## src/rtl/video_timing_gen.sv

```systemverilog
`default_nettype none
// ============================================================================
// Module   : video_timing_gen
// Brief    : Raster timing generator producing syncs, active/pre-valid strobes,
//            pixel coordinates and a frame counter with frame-aligned start/stop.
// Revision : 1.0
// ============================================================================
module video_timing_gen #(
    parameter int   H_ACTIVE = 1920,
    parameter int   H_FP     = 88,
    parameter int   H_SYNC   = 44,
    parameter int   H_BP     = 148,
    parameter int   V_ACTIVE = 1080,
    parameter int   V_FP     = 4,
    parameter int   V_SYNC   = 5,
    parameter int   V_BP     = 36,
    parameter logic HS_POL   = 1'b1,
    parameter logic VS_POL   = 1'b1,
    parameter int   PRE_LEAD = 1,
    parameter int   COORD_W  = 16,
    parameter int   FRAME_W  = 16
) (
    input  logic               clk,
    input  logic               rst,
    input  logic               en,
    output logic               video_hsync_o,
    output logic               video_vsync_o,
    output logic               video_valid_h_o,
    output logic               pre_video_valid_h_o,
    output logic               video_valid_v_o,
    output logic               video_de_o,
    output logic               valid_frame,
    output logic               frame_start_o,
    output logic               line_start_o,
    output logic               running,
    output logic [COORD_W-1:0] x,
    output logic [COORD_W-1:0] y,
    output logic [FRAME_W-1:0] frame_cnt
);

    localparam int c_H_TOTAL_I = H_ACTIVE + H_FP + H_SYNC + H_BP;
    localparam int c_V_TOTAL_I = V_ACTIVE + V_FP + V_SYNC + V_BP;

    localparam logic [COORD_W-1:0] c_H_LAST   = COORD_W'(c_H_TOTAL_I - 1);
    localparam logic [COORD_W-1:0] c_V_LAST   = COORD_W'(c_V_TOTAL_I - 1);
    localparam logic [COORD_W-1:0] c_H_ACT    = COORD_W'(H_ACTIVE);
    localparam logic [COORD_W-1:0] c_V_ACT    = COORD_W'(V_ACTIVE);
    localparam logic [COORD_W-1:0] c_HS_START = COORD_W'(H_ACTIVE + H_FP);
    localparam logic [COORD_W-1:0] c_HS_END   = COORD_W'(H_ACTIVE + H_FP + H_SYNC);
    localparam logic [COORD_W-1:0] c_VS_START = COORD_W'(V_ACTIVE + V_FP);
    localparam logic [COORD_W-1:0] c_VS_END   = COORD_W'(V_ACTIVE + V_FP + V_SYNC);
    localparam logic [COORD_W-1:0] c_LEAD_H   = COORD_W'(c_H_TOTAL_I - PRE_LEAD);
    localparam logic [COORD_W:0]   c_H_TOTAL_W = (COORD_W+1)'(c_H_TOTAL_I);
    localparam logic [COORD_W:0]   c_LEAD_W    = (COORD_W+1)'(PRE_LEAD);
    localparam logic [COORD_W:0]   c_H_ACT_W   = (COORD_W+1)'(H_ACTIVE);

    typedef enum logic [1:0] {
        S_IDLE = 2'd0,
        S_LEAD = 2'd1,
        S_RUN  = 2'd2,
        S_STOP = 2'd3
    } state_t;

    state_t             state_q, state_d;
    logic [COORD_W-1:0] h_q, h_d, v_q, v_d;
    logic [COORD_W-1:0] h_inc, v_inc;
    logic               last_px;

    logic               hsync_q, vsync_q, valid_h_q, pre_q, valid_v_q, de_q;
    logic               vf_q, fs_q, ls_q, running_q;
    logic [FRAME_W-1:0] frame_cnt_q;

    logic               hsync_d, vsync_d, valid_h_d, pre_d, valid_v_d, de_d;
    logic               vf_d, fs_d, ls_d, active_d;
    logic [COORD_W:0]   ahead_h;
    logic [COORD_W-1:0] ahead_v;

    always_comb begin
        h_inc   = (h_q == c_H_LAST) ? '0 : h_q + 1'b1;
        v_inc   = v_q;
        if (h_q == c_H_LAST) begin
            v_inc = (v_q == c_V_LAST) ? '0 : v_q + 1'b1;
        end
        last_px = (h_q == c_H_LAST) && (v_q == c_V_LAST);
        state_d = state_q;
        h_d     = h_q;
        v_d     = v_q;
        case (state_q)
            S_IDLE: begin
                if (en) begin
                    state_d = S_LEAD;
                    h_d     = c_LEAD_H;
                    v_d     = c_V_LAST;
                end
            end
            S_LEAD: begin
                h_d = h_inc;
                v_d = v_inc;
                // The frame that LEAD announced always starts, even if en has dropped
                if (last_px) begin
                    state_d = en ? S_RUN : S_STOP;
                end
            end
            S_RUN: begin
                if (last_px && !en) begin
                    state_d = S_IDLE;
                    h_d     = '0;
                    v_d     = '0;
                end else begin
                    h_d = h_inc;
                    v_d = v_inc;
                    if (!en) begin
                        state_d = S_STOP;
                    end
                end
            end
            S_STOP: begin
                if (en) begin
                    state_d = S_RUN;
                    h_d     = h_inc;
                    v_d     = v_inc;
                end else if (last_px) begin
                    state_d = S_IDLE;
                    h_d     = '0;
                    v_d     = '0;
                end else begin
                    h_d = h_inc;
                    v_d = v_inc;
                end
            end
            default: begin
                state_d = S_IDLE;
                h_d     = '0;
                v_d     = '0;
            end
        endcase
    end

    // Outputs are decoded from the next (state, h, v) so they register alongside the counters
    always_comb begin
        ahead_h = {1'b0, h_d} + c_LEAD_W;
        ahead_v = v_d;
        if (ahead_h >= c_H_TOTAL_W) begin
            ahead_h = ahead_h - c_H_TOTAL_W;
            ahead_v = (v_d == c_V_LAST) ? '0 : v_d + 1'b1;
        end
        active_d  = (state_d != S_IDLE);
        valid_h_d = active_d && (h_d < c_H_ACT);
        valid_v_d = active_d && (v_d < c_V_ACT);
        de_d      = valid_h_d && valid_v_d;
        pre_d     = active_d && (ahead_h < c_H_ACT_W) && (ahead_v < c_V_ACT);
        hsync_d   = (active_d && (h_d >= c_HS_START) && (h_d < c_HS_END)) ? HS_POL : ~HS_POL;
        vsync_d   = (active_d && (v_d >= c_VS_START) && (v_d < c_VS_END)) ? VS_POL : ~VS_POL;
        vf_d      = (state_d == S_RUN) || (state_d == S_STOP);
        fs_d      = vf_d && (h_d == '0) && (v_d == '0);
        ls_d      = active_d && (h_d == '0);
    end

    always_ff @(posedge clk) begin
        if (rst) begin
            state_q     <= S_IDLE;
            h_q         <= '0;
            v_q         <= '0;
            hsync_q     <= ~HS_POL;
            vsync_q     <= ~VS_POL;
            valid_h_q   <= 1'b0;
            pre_q       <= 1'b0;
            valid_v_q   <= 1'b0;
            de_q        <= 1'b0;
            vf_q        <= 1'b0;
            fs_q        <= 1'b0;
            ls_q        <= 1'b0;
            running_q   <= 1'b0;
            frame_cnt_q <= '0;
        end else begin
            state_q   <= state_d;
            h_q       <= h_d;
            v_q       <= v_d;
            hsync_q   <= hsync_d;
            vsync_q   <= vsync_d;
            valid_h_q <= valid_h_d;
            pre_q     <= pre_d;
            valid_v_q <= valid_v_d;
            de_q      <= de_d;
            vf_q      <= vf_d;
            fs_q      <= fs_d;
            ls_q      <= ls_d;
            running_q <= active_d;
            if (fs_d) begin
                frame_cnt_q <= frame_cnt_q + 1'b1;
            end
        end
    end

    assign video_hsync_o       = hsync_q;
    assign video_vsync_o       = vsync_q;
    assign video_valid_h_o     = valid_h_q;
    assign pre_video_valid_h_o = pre_q;
    assign video_valid_v_o     = valid_v_q;
    assign video_de_o          = de_q;
    assign valid_frame         = vf_q;
    assign frame_start_o       = fs_q;
    assign line_start_o        = ls_q;
    assign running             = running_q;
    assign x                   = h_q;
    assign y                   = v_q;
    assign frame_cnt           = frame_cnt_q;

endmodule
`default_nettype wire

```

## config.mk

```make
export PLATFORM = sky130hd
export DESIGN_NAME = video_timing_gen
export DESIGN_NICKNAME = d
export VERILOG_FILES = /design/src/rtl/video_timing_gen.sv
export SDC_FILE = /design/constraint.sdc
export NUM_CORES = 1
export LEC_CHECK = 0
export ABC_CLOCK_PERIOD_IN_PS = 10650
export BUFFER_PORTS_ARGS = -buffer_cell sky130_fd_sc_hd__buf_2
export CORE_MARGIN = 2
export CORE_UTILIZATION = 30
export DETAILED_ROUTE_END_ITERATION = 10
export GPL_ROUTABILITY_DRIVEN = 1
export SYNTH_ARGS = -nofsm -noshare
export SYNTH_HDL_FRONTEND = slang
export SYNTH_SLANG_ARGS = --single-unit
```

## constraint.sdc

```tcl
create_clock -name clk -period 10.65 [get_ports clk]
set_input_delay 1.065 -clock clk [delete_from_list [all_inputs] [get_ports clk]]
set_output_delay 1.065 -clock clk [all_outputs]
set_load 0.01 [all_outputs]
```

==> out/metrics.cfg <==
[power]
power.switching_uw = 169
leakage_nw = 1.79
ir_worst_vdd_uv = 77.4
switching_share_pct = 29.1
power_density_nw_per_um2 = 121
pwr-share-comb_pct = 11.8
clkPwrFrac_pct = 46.9
power_frac_seq_pct = 41.2
p_int_uw = 412

[sta]
whs_ns = 0.552
hold_viol_final = 0
post-route-period-util_pct = 44.0
fin_tns_setup_ns = 0
finalWorstSetupSlack_ns = 5.97
worst_slew_pin_slew_ns = 1.03
setup_viol = 0
slew_violations = 0
grt_setup_unrepaired = false
finClkSkew_ns = 0.0107
relSlewSlack_pct = 31.6
fmax_mhz = 214
post-route-min-period_ns = 4.68

[yosys]
synth_warnings = 0
syn_avg_cell_area_um2 = 7.84
yosys.area.top_type = dfxtp_1
synth_common_cells = nor2_1 (63), dfxtp_1 (60), nand2_1 (38)
synth_cell_types = 83
synthCells = 535
yosysMostFrequentCell = nor2_1
async_reset_ff_share_pct = 0
syn_nets = 542
yosysSeqAreaShare_pct = 28.6
synth_area_leaders = dfxtp_1 (29%), nor2_1 (5.6%), a21oi_1 (3.6%), xnor2_1 (3.5%), nand2_1 (3.4%)
synth_edf_count = 0
ys_ff_latch = 60
synthesis.area_um2 = 4200
synth_flop_cell = dfxtp_1
yosys.area.top_type_share_pct = 28.6

[critical_path]
worstPathCellList = ha_1, and4bb_1, nand4_2, nor3_1, a22oi_1, or3_1, or4_1, or3_1, nor4_1, o21ai_0, o22ai_1, and3_1
crit_slowest_cell = nor3_1
start_kind = flip-flop
timing.rr.start = x[0]
crit_type = reg -> reg
worstPathBufferInverterCount = 0
worstPathArrival_ns = 4.96
crit_top_cell = or3_1
max_stage_delay_ns = 0.66
crit_start = x[0]
crit_family = simple AND/OR/NAND/NOR gates
worstPathRequired_ns = 10.93
end_kind = flip-flop
worst-path-max-fanout = 22

[route]
drt_iter0_drc = 376
viasPerCell = 5.88
wirelength_um = 13400
routedWlPerCell_um = 17.7
dr_total_vias = 4445
drtAntennaViolNets = 0
drt_first_pass_iters = 7
drcViolationCount = 0

[global_route]
antenna_found_initial = 0
grt-ovfl-total = 0
globalRouteTotalUtil_pct = 18.6
grt_pass1_wl_um = 21800
grt_max_degree = 56
first_global_vias = 4058

[floorplanning]
die_w_um = 122
fp.dieH_um = 122
io_pins = 61
dieArea_um2 = 14900
core_area_um2 = 13800
rows = 43
start_util_pct = 30.5

[worst_hold_path]
min-delay-start = frame_cnt[8]
hp-class = reg -> reg

[clock_network]
clkLatencyLatePin_ns = 0.34
cts.sink_count = 60
cts_resized = 0
cts_setup_buffers = 0
cts_buffer_depth = 2
htree_levels = 3
clk_pin_slew_ns = 0.06
cts_tree = built
cts_root_buffer = clkbuf_16
cts_buffers = 9
ctsHoldBuffers = 0

[outcome]
status = complete, no violations

[placed_design]
place_hpwl_um = 9480
gp_congestion = 0.937
place_ws_ns = 6.08
portBuffers = 60
dpl-instance-area_um2 = 4540

[final_layout]
final_nets = 578
fin_util_pct = 35.0
final_area_um2 = 4820
drive_gt1_share_pct = 19.6
antennaDiodeCount = 0
area_growth_pct = 14.9

[flow_run]
maxCapViolCount = 0

[cell usage in the layout (no fill, tap or decap), types with 13 or more instances in the layout]
master | synthesis | final
dfxtp_1 | 60 | 60
buf_2 | 19 | 60
nor2_1 | 63 | 63
nor3_1 | 21 | 20
and3_1 | 14 | 14
xnor2_1 | 17 | 17
a21oi_1 | 30 | 30
o21ai_0 | 22 | 22
nand2_1 | 38 | 38
or3_1 | 13 | 13
nand3_1 | 28 | 28
[metrics by stage]
stage	total power, mW	std cells
after detailed placement	0.312	740
after CTS	0.586	756
after global routing	0.603	756
after floorplan	0.290	535
after global placement	0.311	740
final	0.581	756
[routing by layer]
| metal | vias to the layer above | global-route usage [%] | routed length, um |
|---|---|---|---|
| met2 | 233 | 29.4 | 6290 |
| met1 | 2105 | 23.9 | 5610 |
| li1 | 2072 | - | - |
| met3 | 35 | 3.81 | 1040 |
| met5 | - | 0 | 0 |
| met4 | 0 | 9.48 | 443 |
[flip-flops by register name, indices dropped and copies added (netlist names)]
| register | flops |
|---|---|
| frame_start_o | 1 |
| y | 16 |
| running | 1 |
| video_vsync_o | 1 |
| frame_cnt | 16 |
| video_hsync_o | 1 |
| video_valid_h_o | 1 |
| state_q | 2 |
| pre_video_valid_h_o | 1 |
| video_de_o | 1 |
| video_valid_v_o | 1 |
| valid_frame | 1 |
| line_start_o | 1 |
| x | 16 |
[worst reg2reg max path: cells and delay by family (launching register included)]
kind            cells  cell delay, ns
flops               1            0.50
compound gates      3            0.52
fa+ha+maj           1            0.41
simple gates        8            3.20
[kinds of logic after synthesis]
logic type | after synthesis | synth area share [%]
compound gates | 140 | 23.6
xor+xnor | 19 | 3.97
buf+inv | 48 | 5.76
flops | 60 | 28.6
mux | 5 | 1.22
simple gates | 259 | 35.6
fa+ha+maj | 4 | 1.19
[area by class of cell]
type | instances | area (um2)
fillers | 1502 | 8950
repair buffers | 63 | 323
inverters | 10 | 37.5
flip-flops and latches | 60 | 1200
clock buffers | 9 | 225
well taps | 180 | 225
multi-input cells | 427 | 2760
clock inverters | 7 | 52.6
[path summary, 6_finish.rpt]
| path | endpoint | slack (ns) | cells after the start |
|---|---|---|---|
| setup / recovery | pre_video_valid_h_o | 5.97 | 12 |
| hold / removal | frame_cnt[8] | 0.55 | 2 |
| setup reg to reg | pre_video_valid_h_o | 5.97 | 12 |
| hold reg to reg | frame_cnt[8] | 0.55 | 2 |
[power by group through the flow]
stage | registers [mW] | logic [mW] | clock network [mW]
finish | 0.240 | 0.0688 | 0.273
floorplan | 0.242 | 0.0483 | 0
CTS | 0.239 | 0.0680 | 0.279
global route | 0.240 | 0.0758 | 0.287
detailed placement | 0.244 | 0.0678 | 0
global placement | 0.244 | 0.0668 | 0
Note: power is estimated with default switching activity, not from simulation.
